[config.mk]
export PLATFORM = sky130hd
export DESIGN_NAME = pipe_ctrl_flat
export DESIGN_NICKNAME = d
export VERILOG_FILES = /design/src/rtl/pipe_ctrl_pkg.sv /design/src/rtl/pipe_ctrl_if.sv /design/src/rtl/pipe_ctrl_mc_counter.sv /design/src/rtl/pipe_ctrl.sv /design/src/flat_wrapper.sv
export SDC_FILE = /design/constraint.sdc
export NUM_CORES = 1
export LEC_CHECK = 0
export BUFFER_PORTS_ARGS = -buffer_cell sky130_fd_sc_hd__buf_2
export CAP_MARGIN = 20
export CELL_PAD_IN_SITES_DETAIL_PLACEMENT = 2
export CELL_PAD_IN_SITES_GLOBAL_PLACEMENT = 2
export CORE_AREA = 8 8 51 64
export DETAILED_ROUTE_END_ITERATION = 10
export DIE_AREA = 0 0 59 72
export GPL_TIMING_DRIVEN = 0
export HOLD_SLACK_MARGIN = 0.05
export MAX_ROUTING_LAYER = met4
export PLACE_DENSITY = 0.85
export RECOVER_POWER = 100
export SLEW_MARGIN = 15
export SYNTH_ARGS = -nofsm -noshare
export SYNTH_HDL_FRONTEND = slang
export SYNTH_SLANG_ARGS = --single-unit
export TNS_END_PERCENT = 20
[constraint.sdc]
create_clock -name clk -period 4.7 [get_ports clk]
set_input_delay 0.94 -clock clk [delete_from_list [all_inputs] [get_ports clk]]
set_output_delay 0.94 -clock clk [all_outputs]
set_load 0.005 [all_outputs]
[src/rtl/pipe_ctrl_pkg.sv]
// pipe_ctrl_pkg: shared types and constants for the pipeline control unit.
//   pc_state_t   - controller FSM state (RUN / MC_BUSY)
//   latch_ctrl_t - one latch boundary's {en, r} command pair
//   Bnd*         - latch-boundary indices into a latch_ctrl_t vector
// DWORD_BITS is intentionally not defined here; it lives in defines.sv.
package pipe_ctrl_pkg;

    typedef enum logic [0:0] {
        RUN     = 1'b0,
        MC_BUSY = 1'b1
    } pc_state_t;

    // r has priority over en inside the latch, so {en:1, r:1} still clears.
    typedef struct packed {
        logic en;
        logic r;
    } latch_ctrl_t;

    localparam int unsigned BndIfId  = 0;
    localparam int unsigned BndIdEx  = 1;
    localparam int unsigned BndExMem = 2;
    localparam int unsigned BndMemWb = 3;
    localparam int unsigned NumBnd   = 4;

    function automatic latch_ctrl_t lc(input logic en, input logic r);
        latch_ctrl_t c;
        c.en = en;
        c.r  = r;
        return c;
    endfunction

endpackage

[src/rtl/pipe_ctrl_if.sv]
// pipe_ctrl_if: hazard inputs from the datapath and latch/PC commands back to it.
//   master modport - the control unit (reads hazard info, drives en/R/pc_en)
//   slave modport  - the datapath side (drives hazard info, reads en/R/pc_en)
interface pipe_ctrl_if #(
    parameter int unsigned REG_ADDR_BITS = 5
);
    logic [REG_ADDR_BITS-1:0] id_rs1;
    logic [REG_ADDR_BITS-1:0] id_rs2;
    logic                     id_use_rs1;
    logic                     id_use_rs2;
    logic                     ex_is_load;
    logic [REG_ADDR_BITS-1:0] ex_rd;
    logic                     ex_redirect;
    logic                     ex_mc_start;
    logic                     mem_busy;

    logic pc_en;
    logic en_if_id;
    logic en_id_ex;
    logic en_ex_mem;
    logic en_mem_wb;
    logic R_if_id;
    logic R_id_ex;
    logic R_ex_mem;
    logic R_mem_wb;

    modport master (
        input  id_rs1, id_rs2, id_use_rs1, id_use_rs2, ex_is_load, ex_rd,
        input  ex_redirect, ex_mc_start, mem_busy,
        output pc_en, en_if_id, en_id_ex, en_ex_mem, en_mem_wb,
        output R_if_id, R_id_ex, R_ex_mem, R_mem_wb
    );

    modport slave (
        output id_rs1, id_rs2, id_use_rs1, id_use_rs2, ex_is_load, ex_rd,
        output ex_redirect, ex_mc_start, mem_busy,
        input  pc_en, en_if_id, en_id_ex, en_ex_mem, en_mem_wb,
        input  R_if_id, R_id_ex, R_ex_mem, R_mem_wb
    );

endinterface

[src/rtl/pipe_ctrl_mc_counter.sv]
// mc_counter: down-counter tracking the remaining bubble cycles of a multi-cycle EX op.
//   clk, R_n   - clock, asynchronous active-low reset (count -> 0)
//   load_i     - load load_val_i (wins over dec_i)
//   dec_i      - decrement; saturates at zero
//   zero_o     - count is zero
module mc_counter #(
    parameter int unsigned Width = 2
) (
    input  logic             clk,
    input  logic             R_n,
    input  logic             load_i,
    input  logic [Width-1:0] load_val_i,
    input  logic             dec_i,
    output logic             zero_o
);

    logic [Width-1:0] cnt_q, cnt_d;

    always_comb begin
        cnt_d = cnt_q;
        if (load_i) begin
            cnt_d = load_val_i;
        end else if (dec_i && (cnt_q != '0)) begin
            cnt_d = cnt_q - Width'(1);
        end
    end

    always_ff @(posedge clk or negedge R_n) begin
        if (!R_n) begin
            cnt_q <= '0;
        end else begin
            cnt_q <= cnt_d;
        end
    end

    assign zero_o = (cnt_q == '0);

endmodule

[src/rtl/pipe_ctrl.sv]
// pipe_ctrl: pipeline control unit driving the en/R pair of each inter-stage latch
// and the PC enable. Resolves, in priority order: data-memory wait (full freeze),
// EX redirect (flush IF/ID and ID/EX), multi-cycle EX op (hold front, bubble EX/MEM),
// and load-use (hold front, bubble ID/EX).
//   clk, R_n            - clock, asynchronous active-low reset
//   bus (master)        - hazard inputs and latch/PC commands, see pipe_ctrl_if
//   perf_stall_cnt      - cycles with pc_en=0 out of reset   (PIPE_CTRL_PERF_EN only)
//   perf_flush_cnt      - applied redirects                  (PIPE_CTRL_PERF_EN only)
// Optional feature macro: PIPE_CTRL_PERF_EN.
module pipe_ctrl
    import pipe_ctrl_pkg::*;
#(
    parameter int unsigned MC_LAT        = 4,
    parameter int unsigned REG_ADDR_BITS = 5,
    parameter int unsigned PERF_BITS     = 32
) (
    input  logic                 clk,
    input  logic                 R_n,
`ifdef PIPE_CTRL_PERF_EN
    output logic [PERF_BITS-1:0] perf_stall_cnt,
    output logic [PERF_BITS-1:0] perf_flush_cnt,
`endif
    pipe_ctrl_if.master          bus
);

    localparam int unsigned CntW = $clog2(MC_LAT);

    pc_state_t                 state_q, state_d;
    logic                      redir_pend_q, redir_pend_d;
    latch_ctrl_t [NumBnd-1:0]  bnd;
    logic                      pc_en;
    logic                      hazard;
    logic                      redir_req;
    logic                      redir_apply;
    logic                      mc_load;
    logic                      mc_dec;
    logic                      mc_zero;

    mc_counter #(
        .Width (CntW)
    ) u_mc_counter (
        .clk        (clk),
        .R_n        (R_n),
        .load_i     (mc_load),
        .load_val_i (CntW'(MC_LAT - 2)),
        .dec_i      (mc_dec),
        .zero_o     (mc_zero)
    );

    // x0 is hardwired, so a load targeting it never creates a dependency.
    assign hazard = bus.ex_is_load && (bus.ex_rd != '0) &&
                    ((bus.id_use_rs1 && (bus.id_rs1 == bus.ex_rd)) ||
                     (bus.id_use_rs2 && (bus.id_rs2 == bus.ex_rd)));

    assign redir_req = bus.ex_redirect || redir_pend_q;

    always_comb begin
        bnd          = {NumBnd{lc(1'b1, 1'b0)}};
        pc_en        = 1'b1;
        state_d      = state_q;
        redir_pend_d = redir_pend_q;
        redir_apply  = 1'b0;
        mc_load      = 1'b0;
        mc_dec       = 1'b0;

        if (!R_n) begin
            bnd   = {NumBnd{lc(1'b0, 1'b1)}};
            pc_en = 1'b0;
        end else if (bus.mem_busy) begin
            bnd   = {NumBnd{lc(1'b0, 1'b0)}};
            pc_en = 1'b0;
            // Redirects are ignored during a multi-cycle op, frozen or not.
            if ((state_q == RUN) && bus.ex_redirect) begin
                redir_pend_d = 1'b1;
            end
        end else begin
            unique case (state_q)
                RUN: begin
                    if (redir_req) begin
                        bnd[BndIfId] = lc(1'b1, 1'b1);
                        bnd[BndIdEx] = lc(1'b1, 1'b1);
                        redir_pend_d = 1'b0;
                        redir_apply  = 1'b1;
                    end else if (bus.ex_mc_start) begin
                        pc_en         = 1'b0;
                        bnd[BndIfId]  = lc(1'b0, 1'b0);
                        bnd[BndIdEx]  = lc(1'b0, 1'b0);
                        bnd[BndExMem] = lc(1'b1, 1'b1);
                        mc_load       = 1'b1;
                        state_d       = MC_BUSY;
                    end else if (hazard) begin
                        pc_en        = 1'b0;
                        bnd[BndIfId] = lc(1'b0, 1'b0);
                        bnd[BndIdEx] = lc(1'b1, 1'b1);
                    end
                end
                MC_BUSY: begin
                    if (!mc_zero) begin
                        pc_en         = 1'b0;
                        bnd[BndIfId]  = lc(1'b0, 1'b0);
                        bnd[BndIdEx]  = lc(1'b0, 1'b0);
                        bnd[BndExMem] = lc(1'b1, 1'b1);
                        mc_dec        = 1'b1;
                    end else begin
                        // Last cycle: RUN defaults let EX/MEM capture the result.
                        state_d = RUN;
                    end
                end
                default: state_d = RUN;
            endcase
        end
    end

    always_ff @(posedge clk or negedge R_n) begin
        if (!R_n) begin
            state_q      <= RUN;
            redir_pend_q <= 1'b0;
        end else begin
            state_q      <= state_d;
            redir_pend_q <= redir_pend_d;
        end
    end

    assign bus.pc_en     = pc_en;
    assign bus.en_if_id  = bnd[BndIfId].en;
    assign bus.en_id_ex  = bnd[BndIdEx].en;
    assign bus.en_ex_mem = bnd[BndExMem].en;
    assign bus.en_mem_wb = bnd[BndMemWb].en;
    assign bus.R_if_id   = bnd[BndIfId].r;
    assign bus.R_id_ex   = bnd[BndIdEx].r;
    assign bus.R_ex_mem  = bnd[BndExMem].r;
    assign bus.R_mem_wb  = bnd[BndMemWb].r;

`ifdef PIPE_CTRL_PERF_EN
    logic [PERF_BITS-1:0] stall_cnt_q, flush_cnt_q;

    // Counters sit in reset while R_n=0, so pc_en=0 during reset is not counted.
    always_ff @(posedge clk or negedge R_n) begin
        if (!R_n) begin
            stall_cnt_q <= '0;
            flush_cnt_q <= '0;
        end else begin
            if (!pc_en) begin
                stall_cnt_q <= stall_cnt_q + PERF_BITS'(1);
            end
            if (redir_apply) begin
                flush_cnt_q <= flush_cnt_q + PERF_BITS'(1);
            end
        end
    end

    assign perf_stall_cnt = stall_cnt_q;
    assign perf_flush_cnt = flush_cnt_q;
`endif

endmodule
[src/flat_wrapper.sv]
// flat-port wrapper written by rule: the top's interface ports become plain ports
module pipe_ctrl_flat import pipe_ctrl_pkg::*;
#(
    parameter int unsigned MC_LAT        = 4,
    parameter int unsigned REG_ADDR_BITS = 5,
    parameter int unsigned PERF_BITS     = 32
)
  (clk, R_n, bus_id_rs1, bus_id_rs2, bus_id_use_rs1, bus_id_use_rs2, bus_ex_is_load, bus_ex_rd, bus_ex_redirect, bus_ex_mc_start, bus_mem_busy, bus_pc_en, bus_en_if_id, bus_en_id_ex, bus_en_ex_mem, bus_en_mem_wb, bus_R_if_id, bus_R_id_ex, bus_R_ex_mem, bus_R_mem_wb);
  pipe_ctrl_if #(.REG_ADDR_BITS(REG_ADDR_BITS)) bus_i ();
  input  logic clk;
  input  logic R_n;
  input wire logic [$bits(bus_i.id_rs1)-1:0] bus_id_rs1;
  input wire logic [$bits(bus_i.id_rs2)-1:0] bus_id_rs2;
  input wire logic [$bits(bus_i.id_use_rs1)-1:0] bus_id_use_rs1;
  input wire logic [$bits(bus_i.id_use_rs2)-1:0] bus_id_use_rs2;
  input wire logic [$bits(bus_i.ex_is_load)-1:0] bus_ex_is_load;
  input wire logic [$bits(bus_i.ex_rd)-1:0] bus_ex_rd;
  input wire logic [$bits(bus_i.ex_redirect)-1:0] bus_ex_redirect;
  input wire logic [$bits(bus_i.ex_mc_start)-1:0] bus_ex_mc_start;
  input wire logic [$bits(bus_i.mem_busy)-1:0] bus_mem_busy;
  output wire logic [$bits(bus_i.pc_en)-1:0] bus_pc_en;
  output wire logic [$bits(bus_i.en_if_id)-1:0] bus_en_if_id;
  output wire logic [$bits(bus_i.en_id_ex)-1:0] bus_en_id_ex;
  output wire logic [$bits(bus_i.en_ex_mem)-1:0] bus_en_ex_mem;
  output wire logic [$bits(bus_i.en_mem_wb)-1:0] bus_en_mem_wb;
  output wire logic [$bits(bus_i.R_if_id)-1:0] bus_R_if_id;
  output wire logic [$bits(bus_i.R_id_ex)-1:0] bus_R_id_ex;
  output wire logic [$bits(bus_i.R_ex_mem)-1:0] bus_R_ex_mem;
  output wire logic [$bits(bus_i.R_mem_wb)-1:0] bus_R_mem_wb;
  assign bus_i.id_rs1 = bus_id_rs1;
  assign bus_i.id_rs2 = bus_id_rs2;
  assign bus_i.id_use_rs1 = bus_id_use_rs1;
  assign bus_i.id_use_rs2 = bus_id_use_rs2;
  assign bus_i.ex_is_load = bus_ex_is_load;
  assign bus_i.ex_rd = bus_ex_rd;
  assign bus_i.ex_redirect = bus_ex_redirect;
  assign bus_i.ex_mc_start = bus_ex_mc_start;
  assign bus_i.mem_busy = bus_mem_busy;
  assign bus_pc_en = bus_i.pc_en;
  assign bus_en_if_id = bus_i.en_if_id;
  assign bus_en_id_ex = bus_i.en_id_ex;
  assign bus_en_ex_mem = bus_i.en_ex_mem;
  assign bus_en_mem_wb = bus_i.en_mem_wb;
  assign bus_R_if_id = bus_i.R_if_id;
  assign bus_R_id_ex = bus_i.R_id_ex;
  assign bus_R_ex_mem = bus_i.R_ex_mem;
  assign bus_R_mem_wb = bus_i.R_mem_wb;
  pipe_ctrl #(.MC_LAT(MC_LAT), .REG_ADDR_BITS(REG_ADDR_BITS), .PERF_BITS(PERF_BITS)) u_core (.clk(clk), .R_n(R_n), .bus(bus_i));
endmodule
==> results.sh, run 1 <==
export IMPL_status="completed"
export IMPL_fin_crit_ps=3300
export IMPL_cts_tree="built"
export IMPL_h_tree_depth=1
export IMPL_cts_sinks=4
export IMPL_fin_skew_ps=7.85
export IMPL_start_util_pct=18.9
export IMPL_die_h_um=72
export IMPL_synthCells=52
export IMPL_antenna_left=0
export IMPL_synth_cell_types=23
export IMPL_gp_routability_congestion=0.800
export IMPL_postCtsHoldBufs=0
export IMPL_cp_start_kind="primary input"
export IMPL_ctsLongestPathBuffers=2
export IMPL_die_width_um=59
export IMPL_clk_latency_ps=240
export IMPL_port_buffers=31
export IMPL_wire_per_inst_um=14.0
export IMPL_hold_slack_ps=518
export IMPL_drt_pass1_iter_count=2
export IMPL_rsz0062_at_grt="no"
export IMPL_drv_slew=0
export IMPL_async_flop_share_pct=100
export IMPL_yosysSeqAreaShare_pct=23.0
export IMPL_vias_per_cell=4.42
export IMPL_place_hpwl_um=1490
export IMPL_hold_path_end="u_core.u_mc_counter.cnt_q[1]"
export IMPL_synth_most_common_cell="xnor2_1"
export IMPL_n_fill_cell=303
export IMPL_grt_first_pass_wirelength_um=2750
export IMPL_worstHoldStart="u_core.u_mc_counter.cnt_q[1]"
export IMPL_hold_path_class="reg -> reg"
export IMPL_vdd_drop_max_mv=0.101
export IMPL_ys_warn_count=0
export IMPL_num_vias=526
export IMPL_min_path_cells=2
export IMPL_fin_crit_sh_pct=70.1
export IMPL_required_ps=3760
export IMPL_final_util_pct=27.2
export IMPL_synth_seq_cells=4
export IMPL_avgSynthCellArea_um2=8.37
export IMPL_worstSetupPathType="in -> out"
export IMPL_layout_nets=112
export IMPL_regArea_um2=100
export IMPL_grt_max_degree=10
export IMPL_path_max_fanout=3
export IMPL_antenna_found_initial=0
export IMPL_powerDensity_nw_per_um2=366
export IMPL_synth_top_cell_by_area="dfrtp_1"
export IMPL_dominantRegCellSynth="dfrtp_1"
export IMPL_drt_iter0_drc=1
export IMPL_layout_drive_gt1_share_pct=37.2
export IMPL_cts_resized_gates=0
export IMPL_dieArea_um2=4250
export IMPL_gr_total_overflow=0
export IMPL_syn_area_um2=435
export IMPL_synth_edf_count=0
export IMPL_routed_wl_um=1660
export IMPL_cts_buffers=3
export IMPL_rows=20
export IMPL_yosysTopAreaCellShare_pct=23.0
export IMPL_syn_nets=76
export IMPL_worst_r2r_path_depth=5
export IMPL_coreArea_um2=2300
export IMPL_cap_violations=0
export IMPL_multi_input_area_um2=269
export IMPL_tns_ps=0
export IMPL_r2r_start="u_core.state_q"
export IMPL_worst_pin_slew_ps=652
export IMPL_worstReg2RegEnd="u_core.u_mc_counter.cnt_q[0]"
export IMPL_synth_area_top_cells="dfrtp_1, xnor2_1, nor4b_4"
export IMPL_ioPinCount=32
export IMPL_fmax_ghz=0.303
export IMPL_p_leak_nw=0.297
export IMPL_setup_viol=0
export IMPL_critPathArrivalTime_ps=2360
export IMPL_critPathCaptureType="output pin"
export IMPL_cts_root_buf="clkbuf_4"
export IMPL_insertedDiodeCount=0
export IMPL_path_clk_slew_ps=30
export IMPL_grt_pass1_vias=626
export IMPL_drc_errors=0
export IMPL_track_usage_pct=8.92
export IMPL_r2r_slack_ps=2880
export IMPL_synth_common_cells="xnor2_1, inv_1, nor2_1"
export IMPL_area_delta_synth_final_pct=43.7
export IMPL_worst_slew_margin_rel_pct=55.9
export IMPL_finalHoldViolCount=0
export IMPL_postCtsSetupBuffers=0
[state kept, by name, indices dropped and copies added, names as in the netlist]
register	flops
u_core.redir_pend_q	1
u_core.state_q	1
u_core.u_mc_counter.cnt_q	2
[final cells by class]
type,count,share of cell area [%]
well taps,33,6.60
multi-input cells,40,43.0
repair buffers,31,23.6
plain buffers,3,4.20
flip-flops and latches,4,16.0
clock buffers,3,3.60
inverters,5,3.00
[kinds of logic after synthesis]
family / Yosys count / synth area share, %
DFF: 4 / 23.0
adders and majority gates: 1 / 2.87
and+or+nand+nor: 17 / 24.4
muxes: 1 / 3.45
xor gates and xnor gates: 10 / 20.1
buffers and inverters: 8 / 10.3
AOI/OAI and AO/OA: 11 / 15.8
[cells in the final DEF, fill, tap and decap left out]
cell      Yosys  final
mux2_4        1      1
buf_2         0     25
a21o_1        2      2
buf_4         2      2
nor3_1        1      1
nor4b_1       0      1
buf_6         1      1
xnor2_1      10     10
nor2_1        5      5
nand4_1       2      2
nor4_1        2      2
or4_1         1      1
clkbuf_1      0      6
nand2_1       3      4
clkbuf_4      0      3
a21oi_1       3      3
a21boi_0      0      1
a31oi_1       1      1
o21ai_0       2      3
dfrtp_1       4      4
inv_1         5      5
o22ai_1       1      1
and4_1        1      1
ha_1          1      1
[report_power, final]
group	switching [mW]	internal, mW
Combinational	0.0605	0.0604
Sequential	0.0117	0.0515
Clock	0.0161	0.0287
Total	0.0883	0.141
[metal layers]
| metal | vias to the layer above | wire, µm | track usage [%] | part of all wire (%) |
|---|---|---|---|---|
| met2 | 26 | 905 | 15.2 | 54 |
| li1 | 248 | - | - | - |
| met4 | 0 | 53 | 7.20 | 3.2 |
| met1 | 248 | 565 | 7.41 | 34 |
| met5 | - | 0 | - | 0 |
| met3 | 4 | 139 | 3.54 | 8.4 |
[worst max path at each step]
stage               slack [ps]    startpoint  cells after the start         to
floorplan                 1770  bus_ex_rd[0]                      5  bus_pc_en
global placement          1540  bus_ex_rd[0]                      7  bus_pc_en
detailed placement        1530  bus_ex_rd[0]                      7  bus_pc_en
CTS                       1520  bus_ex_rd[0]                      7  bus_pc_en
global route              1250           R_n                      6  bus_pc_en
finish                    1400  bus_ex_rd[0]                      7  bus_pc_en
[through the flow]
stage	instances	setup slack, ps	total power, mW	cell area, µm²
global placement	116	1540	0.186	632
floorplan	52	1770	0.149	435
detailed placement	116	1530	0.197	632
finish	119	1400	0.229	626
CTS	119	1520	0.245	654
global route	119	1250	0.255	626
[worst max-delay path: stages]
cell and delay [ps]:
buf_2 130, or4_1 500, o21ai_0 220, nor4_1 70, a21boi_0 250, buf_4 150, buf_2 100
Power figures use the tool's default switching activity.
==> inputs of run 2 (changes only) <==
--- a/config.mk
+++ b/config.mk
@@ -5,17 +5,18 @@
 export SDC_FILE = /design/constraint.sdc
 export NUM_CORES = 1
 export LEC_CHECK = 0
+export ABC_AREA = 1
 export BUFFER_PORTS_ARGS = -buffer_cell sky130_fd_sc_hd__buf_2
 export CAP_MARGIN = 20
 export CELL_PAD_IN_SITES_DETAIL_PLACEMENT = 2
 export CELL_PAD_IN_SITES_GLOBAL_PLACEMENT = 2
-export CORE_AREA = 8 8 51 64
+export CORE_AREA = 8 8 60 74
 export DETAILED_ROUTE_END_ITERATION = 10
-export DIE_AREA = 0 0 59 72
+export DIE_AREA = 0 0 68 82
 export GPL_TIMING_DRIVEN = 0
 export HOLD_SLACK_MARGIN = 0.05
 export MAX_ROUTING_LAYER = met4
-export PLACE_DENSITY = 0.85
+export PLACE_DENSITY = 0.8
 export RECOVER_POWER = 100
 export SLEW_MARGIN = 15
 export SYNTH_ARGS = -nofsm -noshare
==> constraint.sdc (replaced) <==
create_clock -name clk -period 2.86 [get_ports clk]
set_input_delay 0.572 -clock clk [delete_from_list [all_inputs] [get_ports clk]]
set_output_delay 0.572 -clock clk [all_outputs]
set_load 0.005 [all_outputs]
==> run 2 against run 1 <==
Cell count up 42%. Sequential cell count is the same. Register-to-register slack worse by 1500 ps. Routed wire length up 26%. Via count up 32%. Combinational power up 40%. Critical path depth is 2 higher. Critical path type unchanged. Largest cell class unchanged. Largest power group unchanged.
==> results.sh, run 2 <==
export IMPL_cp_num_cells=9
export IMPL_antenna_found_initial=0
export IMPL_vdd_drop_max_mv=0.294
export IMPL_worstReg2RegEnd="u_core.u_mc_counter.cnt_q[1]"
export IMPL_antenna_left=0
export IMPL_h_tree_depth=1
export IMPL_wire_per_inst_um=12.4
export IMPL_synth_seq_cells=4
export IMPL_layout_nets=156
export IMPL_vias_per_cell=4.09
export IMPL_dp_slack_ps=654
export IMPL_layout_commonest_cell="nand2_1"
export IMPL_path_cells="clkbuf_1, inv_2, nor2_1, nand2_1, inv_1, nand2_1, inv_1, buf_4, clkbuf_1"
export IMPL_rows=24
export IMPL_r2r_start="u_core.redir_pend_q"
export IMPL_drv_slew=0
export IMPL_layout_drive_gt1_share_pct=22.3
export IMPL_setup_viol=0
export IMPL_slowest_delay_ps=430
export IMPL_gp_routability_congestion=0.699
export IMPL_stdcell_area_um2=728
export IMPL_path_clk_slew_ps=30
export IMPL_synth_most_common_cell="nand2_1"
export IMPL_path_max_fanout=7
export IMPL_final_util_pct=21.7
export IMPL_synth_top_cell_by_area="nand2_1"
export IMPL_grt_pass1_vias=824
export IMPL_grt_util_met1_pct=7.26
export IMPL_critPathArrivalTime_ps=1870
export IMPL_dieArea_um2=5580
export IMPL_ys_warn_count=0
export IMPL_hold_slack_ps=240
export IMPL_r2r_slack_ps=1330
export IMPL_cts_tree="built"
export IMPL_synth_edf_count=0
export IMPL_gr_total_overflow=0
export IMPL_cap_violations=0
export IMPL_drt_iter0_drc=15
export IMPL_critPathCaptureType="output pin"
export IMPL_hold_path_class="in -> async"
export IMPL_status="completed"
export IMPL_fmax_ghz=0.410
export IMPL_required_ps=2290
export IMPL_crit_family="buffers and inverters"
export IMPL_cts_sinks=4
export IMPL_cts_buffers=3
export IMPL_drc_errors=0
export IMPL_synth_cell_types=18
export IMPL_dp_cells=166
export IMPL_stdcell_count=169
export IMPL_fin_ws_ps=420
export IMPL_synthCells=96
export IMPL_worstSetupPathType="in -> out"
export IMPL_worstSetupEndpoint="bus_pc_en"
export IMPL_cts_resized_gates=0
export IMPL_worst_pin_slew_ps=529
export IMPL_cp_slowest_cell="nor2_1"
export IMPL_finalHoldViolCount=0
export IMPL_yosysSeqAreaShare_pct=19.8
export IMPL_synth_area_top_cells="nand2_1, dfrtp_1, inv_1"
export IMPL_yosysTopAreaCellShare_pct=24.5
export IMPL_power_mw=0.383
export IMPL_top_usage_layer="met2"
export IMPL_ioPinCount=32
export IMPL_syn_area_um2=505
export IMPL_syn_nets=120
export IMPL_cp_start_kind="primary input"
export IMPL_dominantRegCellSynth="dfrtp_1"
export IMPL_p_leak_nw=0.454
export IMPL_avgSynthCellArea_um2=5.27
export IMPL_start_util_pct=15.0
export IMPL_met2_usage_pct=16.7
export IMPL_dpl_instance_area_um2=709
export IMPL_place_hpwl_um=1870
export IMPL_worst_r2r_path_depth=7
export IMPL_crit_buf_inv=6
export IMPL_postCtsHoldBufs=0
export IMPL_crit_path_start="R_n"
export IMPL_fin_crit_sh_pct=85.3
export IMPL_largest_reg_flops=2
export IMPL_routed_wl_um=2100
export IMPL_port_buffers=31
export IMPL_area_delta_synth_final_pct=44.1
export IMPL_tns_ps=0
export IMPL_cts_root_buf="clkbuf_8"
export IMPL_layout_common_cells="nand2_1, inv_1, buf_2"
export IMPL_coreArea_um2=3360
export IMPL_num_vias=692
export IMPL_track_usage_pct=8.25
export IMPL_die_width_um=68
export IMPL_n_fill_cell=442
export IMPL_synth_common_cells="nand2_1, inv_1, nor2_1"
export IMPL_insertedDiodeCount=0
export IMPL_top_register="u_core.u_mc_counter.cnt_q"
export IMPL_rsz0062_at_grt="no"
export IMPL_grt_max_degree=8
export IMPL_die_h_um=82
export IMPL_drt_pass1_iter_count=2
export IMPL_ctsLongestPathBuffers=2
export IMPL_postCtsSetupBuffers=0
export IMPL_worst_slew_margin_rel_pct=64.6
export IMPL_use_met3_pct=1.64
export IMPL_reg_largest_list="u_core.u_mc_counter.cnt_q: 2 flops, u_core.redir_pend_q: 1 flops, u_core.state_q: 1 flops"
export IMPL_fin_skew_ps=0.596
export IMPL_async_flop_share_pct=100
export IMPL_clk_latency_ps=210
export IMPL_grt_first_pass_wirelength_um=3530
export IMPL_powerDensity_nw_per_um2=526
export IMPL_fin_crit_ps=2440
## run 2: how the worst min path moves through the flow
stage	to	cells after the start	slack, ps	startpoint
2_1_floorplan	u_core.redir_pend_q	0	280	R_n
3_3_place_gp	u_core.state_q	1	400	R_n
3_5_place_dp	u_core.state_q	1	410	R_n
4_1_cts	u_core.redir_pend_q	1	180	R_n
5_1_grt	u_core.redir_pend_q	1	250	R_n
6_report	u_core.u_mc_counter.cnt_q[0]	1	240	R_n
## run 2: report_power, final
group	internal (mW)	switching, mW
Sequential	0.0811	0.0153
Clock	0.0895	0.0267
Combinational	0.0671	0.103
Total	0.238	0.145
## run 2: logic make-up after synthesis
| family | share of synthesized area [%] |
|---|---|
| AO/OA/AOI/OAI | 9.41 |
| adder cells (fa/ha/maj) | 2.47 |
| buffers and inverters | 21.5 |
| flip-flops | 19.8 |
| AND/OR/NAND/NOR | 46.8 |
## run 2: layer usage
layer / vias up / wire length [µm]
li1: 353 / -
met1: 315 / 733
met2: 22 / 1230
met3: 2 / 124
met4: 0 / 8
met5: - / 0
## run 2: layout make-up
class                   instances  area, µm²  share of cell area, %
well taps                      39       48.8                   6.70
plain buffers                   2       15.0                   2.06
clock buffers                   3       41.3                   5.67
inverters                      25       93.8                   12.9
repair buffers                 31        143                   19.6
multi-input cells              65        287                   39.3
flip-flops and latches          4        100                   13.7
## run 2: worst register-to-register path: cells and delay by family, from the launching register on
family / cells / cell delay, ps
AND/OR/NAND/NOR: 5 / 870
flip-flops: 1 / 370
AO/OA/AOI/OAI: 1 / 120
buffers and inverters: 1 / 60
==> inputs of run 3 (changes only) <==
--- a/config.mk
+++ b/config.mk
@@ -13,11 +13,13 @@
 export CORE_AREA = 8 8 60 74
 export DETAILED_ROUTE_END_ITERATION = 10
 export DIE_AREA = 0 0 68 82
+export GPL_ROUTABILITY_DRIVEN = 1
 export GPL_TIMING_DRIVEN = 0
 export HOLD_SLACK_MARGIN = 0.05
 export MAX_ROUTING_LAYER = met4
-export PLACE_DENSITY = 0.8
+export PLACE_DENSITY_LB_ADDON = 0.1
 export RECOVER_POWER = 100
+export REMOVE_ABC_BUFFERS = 1
 export SLEW_MARGIN = 15
 export SYNTH_ARGS = -nofsm -noshare
 export SYNTH_HDL_FRONTEND = slang
==> run 3 against run 2 <==
Critical path depth shrank 1. Final area is 1.5% lower. Non-clock buffer count is 2 lower. Critical path type unchanged. Largest power group unchanged. Highest routed layer unchanged.
==> results.sh, run 3 (synthesis results as in run 2) <==
export IMPL_status="completed"
export IMPL_postCtsHoldBufs=0
export IMPL_path_max_fanout=7
export IMPL_cp_start_kind="primary input"
export IMPL_antenna_left=0
export IMPL_vdd_drop_max_mv=0.277
export IMPL_cts_resized_gates=0
export IMPL_ioPinCount=32
export IMPL_required_ps=2290
export IMPL_layout_nets=154
export IMPL_cts_sinks=4
export IMPL_top_register="u_core.u_mc_counter.cnt_q"
export IMPL_drv_slew=0
export IMPL_die_width_um=68
export IMPL_layout_drive_gt1_share_pct=21.9
export IMPL_cp_num_cells=8
export IMPL_antenna_found_initial=0
export IMPL_port_buffers=31
export IMPL_layout_common_cells="nand2_1, inv_1, buf_2"
export IMPL_num_vias=673
export IMPL_reg_largest_list="u_core.u_mc_counter.cnt_q: 2 flops, u_core.redir_pend_q: 1 flops, u_core.state_q: 1 flops"
export IMPL_coreArea_um2=3360
export IMPL_p_leak_nw=0.448
export IMPL_crit_top_cell="inv_1"
export IMPL_worst_pin_slew_ps=327
export IMPL_worstSetupEndpoint="bus_en_if_id"
export IMPL_worst_slew_margin_rel_pct=78.2
export IMPL_drt_pass1_iter_count=4
export IMPL_tns_ps=0
export IMPL_crit_buf_inv=5
export IMPL_area_delta_synth_final_pct=41.8
export IMPL_worst_r2r_path_depth=8
export IMPL_worstSetupPathType="in -> out"
export IMPL_dieArea_um2=5580
export IMPL_path_clk_slew_ps=30
export IMPL_hold_path_class="in -> async"
export IMPL_critPathCaptureType="output pin"
export IMPL_r2r_slack_ps=1340
export IMPL_gr_total_overflow=0
export IMPL_crit_family="buffers and inverters"
export IMPL_ctsLongestPathBuffers=2
export IMPL_cp_slowest_cell="clkbuf_1"
export IMPL_fin_crit_ps=2220
export IMPL_place_hpwl_um=1690
export IMPL_clk_latency_ps=210
export IMPL_crit_path_start="R_n"
export IMPL_largest_reg_flops=2
export IMPL_hold_slack_ps=227
export IMPL_final_util_pct=21.3
export IMPL_insertedDiodeCount=0
export IMPL_fin_ws_ps=636
export IMPL_drc_errors=0
export IMPL_slowest_delay_ps=260
export IMPL_drt_iter0_drc=8
export IMPL_cts_tree="built"
export IMPL_rsz0062_at_grt="no"
export IMPL_grt_pass1_vias=750
export IMPL_fmax_ghz=0.450
export IMPL_start_util_pct=15.0
export IMPL_rows=24
export IMPL_fin_skew_ps=0.132
export IMPL_dp_cells=164
export IMPL_critPathArrivalTime_ps=1650
export IMPL_routed_wl_um=1860
export IMPL_dp_slack_ps=719
export IMPL_postCtsSetupBuffers=0
export IMPL_finalHoldViolCount=0
export IMPL_setup_viol=0
export IMPL_vias_per_cell=4.03
export IMPL_path_cells="clkbuf_1, inv_1, nor2_2, nand2_1, inv_1, nand2_1, inv_1, clkbuf_1"
export IMPL_grt_first_pass_wirelength_um=3190
export IMPL_gp_routability_congestion=0.741
export IMPL_cap_violations=0
export IMPL_wire_per_inst_um=11.1
export IMPL_fin_crit_sh_pct=77.8
export IMPL_cts_root_buf="clkbuf_8"
export IMPL_worstReg2RegEnd="u_core.u_mc_counter.cnt_q[1]"
export IMPL_die_h_um=82
export IMPL_h_tree_depth=1
export IMPL_grt_max_degree=8
export IMPL_stdcell_count=167
export IMPL_r2r_start="u_core.u_mc_counter.cnt_q[0]"
export IMPL_layout_commonest_cell="nand2_1"
export IMPL_track_usage_pct=7.38
export IMPL_cts_buffers=3
export IMPL_powerDensity_nw_per_um2=508
export IMPL_n_fill_cell=444
==> run 3: cell types whose count changed in the layout (fill, tap and decap cells not counted), sizes merged <==
cell  previous run  this run
buf             23        21
==> run 3: final cells by class <==
| type | count | area (µm²) | area share (%) |
|---|---|---|---|
| Inverter | 25 | 93.8 | 13.1 |
| Tap cell | 39 | 48.8 | 6.81 |
| Sequential cell | 4 | 100 | 14.0 |
| Timing Repair Buffer | 31 | 144 | 20.1 |
| Multi-Input combinational cell | 65 | 289 | 40.3 |
| Clock buffer | 3 | 41.3 | 5.76 |
==> run 3: report_power, final <==
| part | leakage (nW) | internal, mW | switching [mW] |
|---|---|---|---|
| clock network | 0.0216 | 0.0894 | 0.0265 |
| logic | 0.378 | 0.0603 | 0.0919 |
| registers | 0.0488 | 0.0812 | 0.0147 |
==> run 3: stage by stage <==
| step | power (mW) | cell area (µm²) |
|---|---|---|
| finish | 0.364 | 717 |
| global route | 0.406 | 717 |
| CTS | 0.383 | 736 |
| detailed placement | 0.262 | 694 |
| global placement | 0.256 | 694 |
| floorplan | 0.196 | 490 |
==> run 3: how the worst min path moves through the flow <==
stage,cells past startpoint,end,from
floorplan,0,u_core.redir_pend_q,R_n
global placement,1,u_core.state_q,R_n
detailed placement,1,u_core.state_q,R_n
CTS,1,u_core.state_q,R_n
global route,1,u_core.u_mc_counter.cnt_q[1],R_n
finish,1,u_core.state_q,R_n
==> run 3: per-layer routing <==
layer / global-route usage [%] / part of all wire (%)
met5: - / 0
met4: 3.08 / 0.54
met3: 1.09 / 4.9
met2: 13.6 / 55
met1: 7.42 / 39
==> run 3: worst reg2reg max path: stages, from the launching register on <==
cell,delay [ps]
dfrtp_1,310
inv_1,60
ha_1,190
or2_0,210
nand2_1,100
inv_2,50
nor2_1,230
nand3_1,120
o21a_1,120
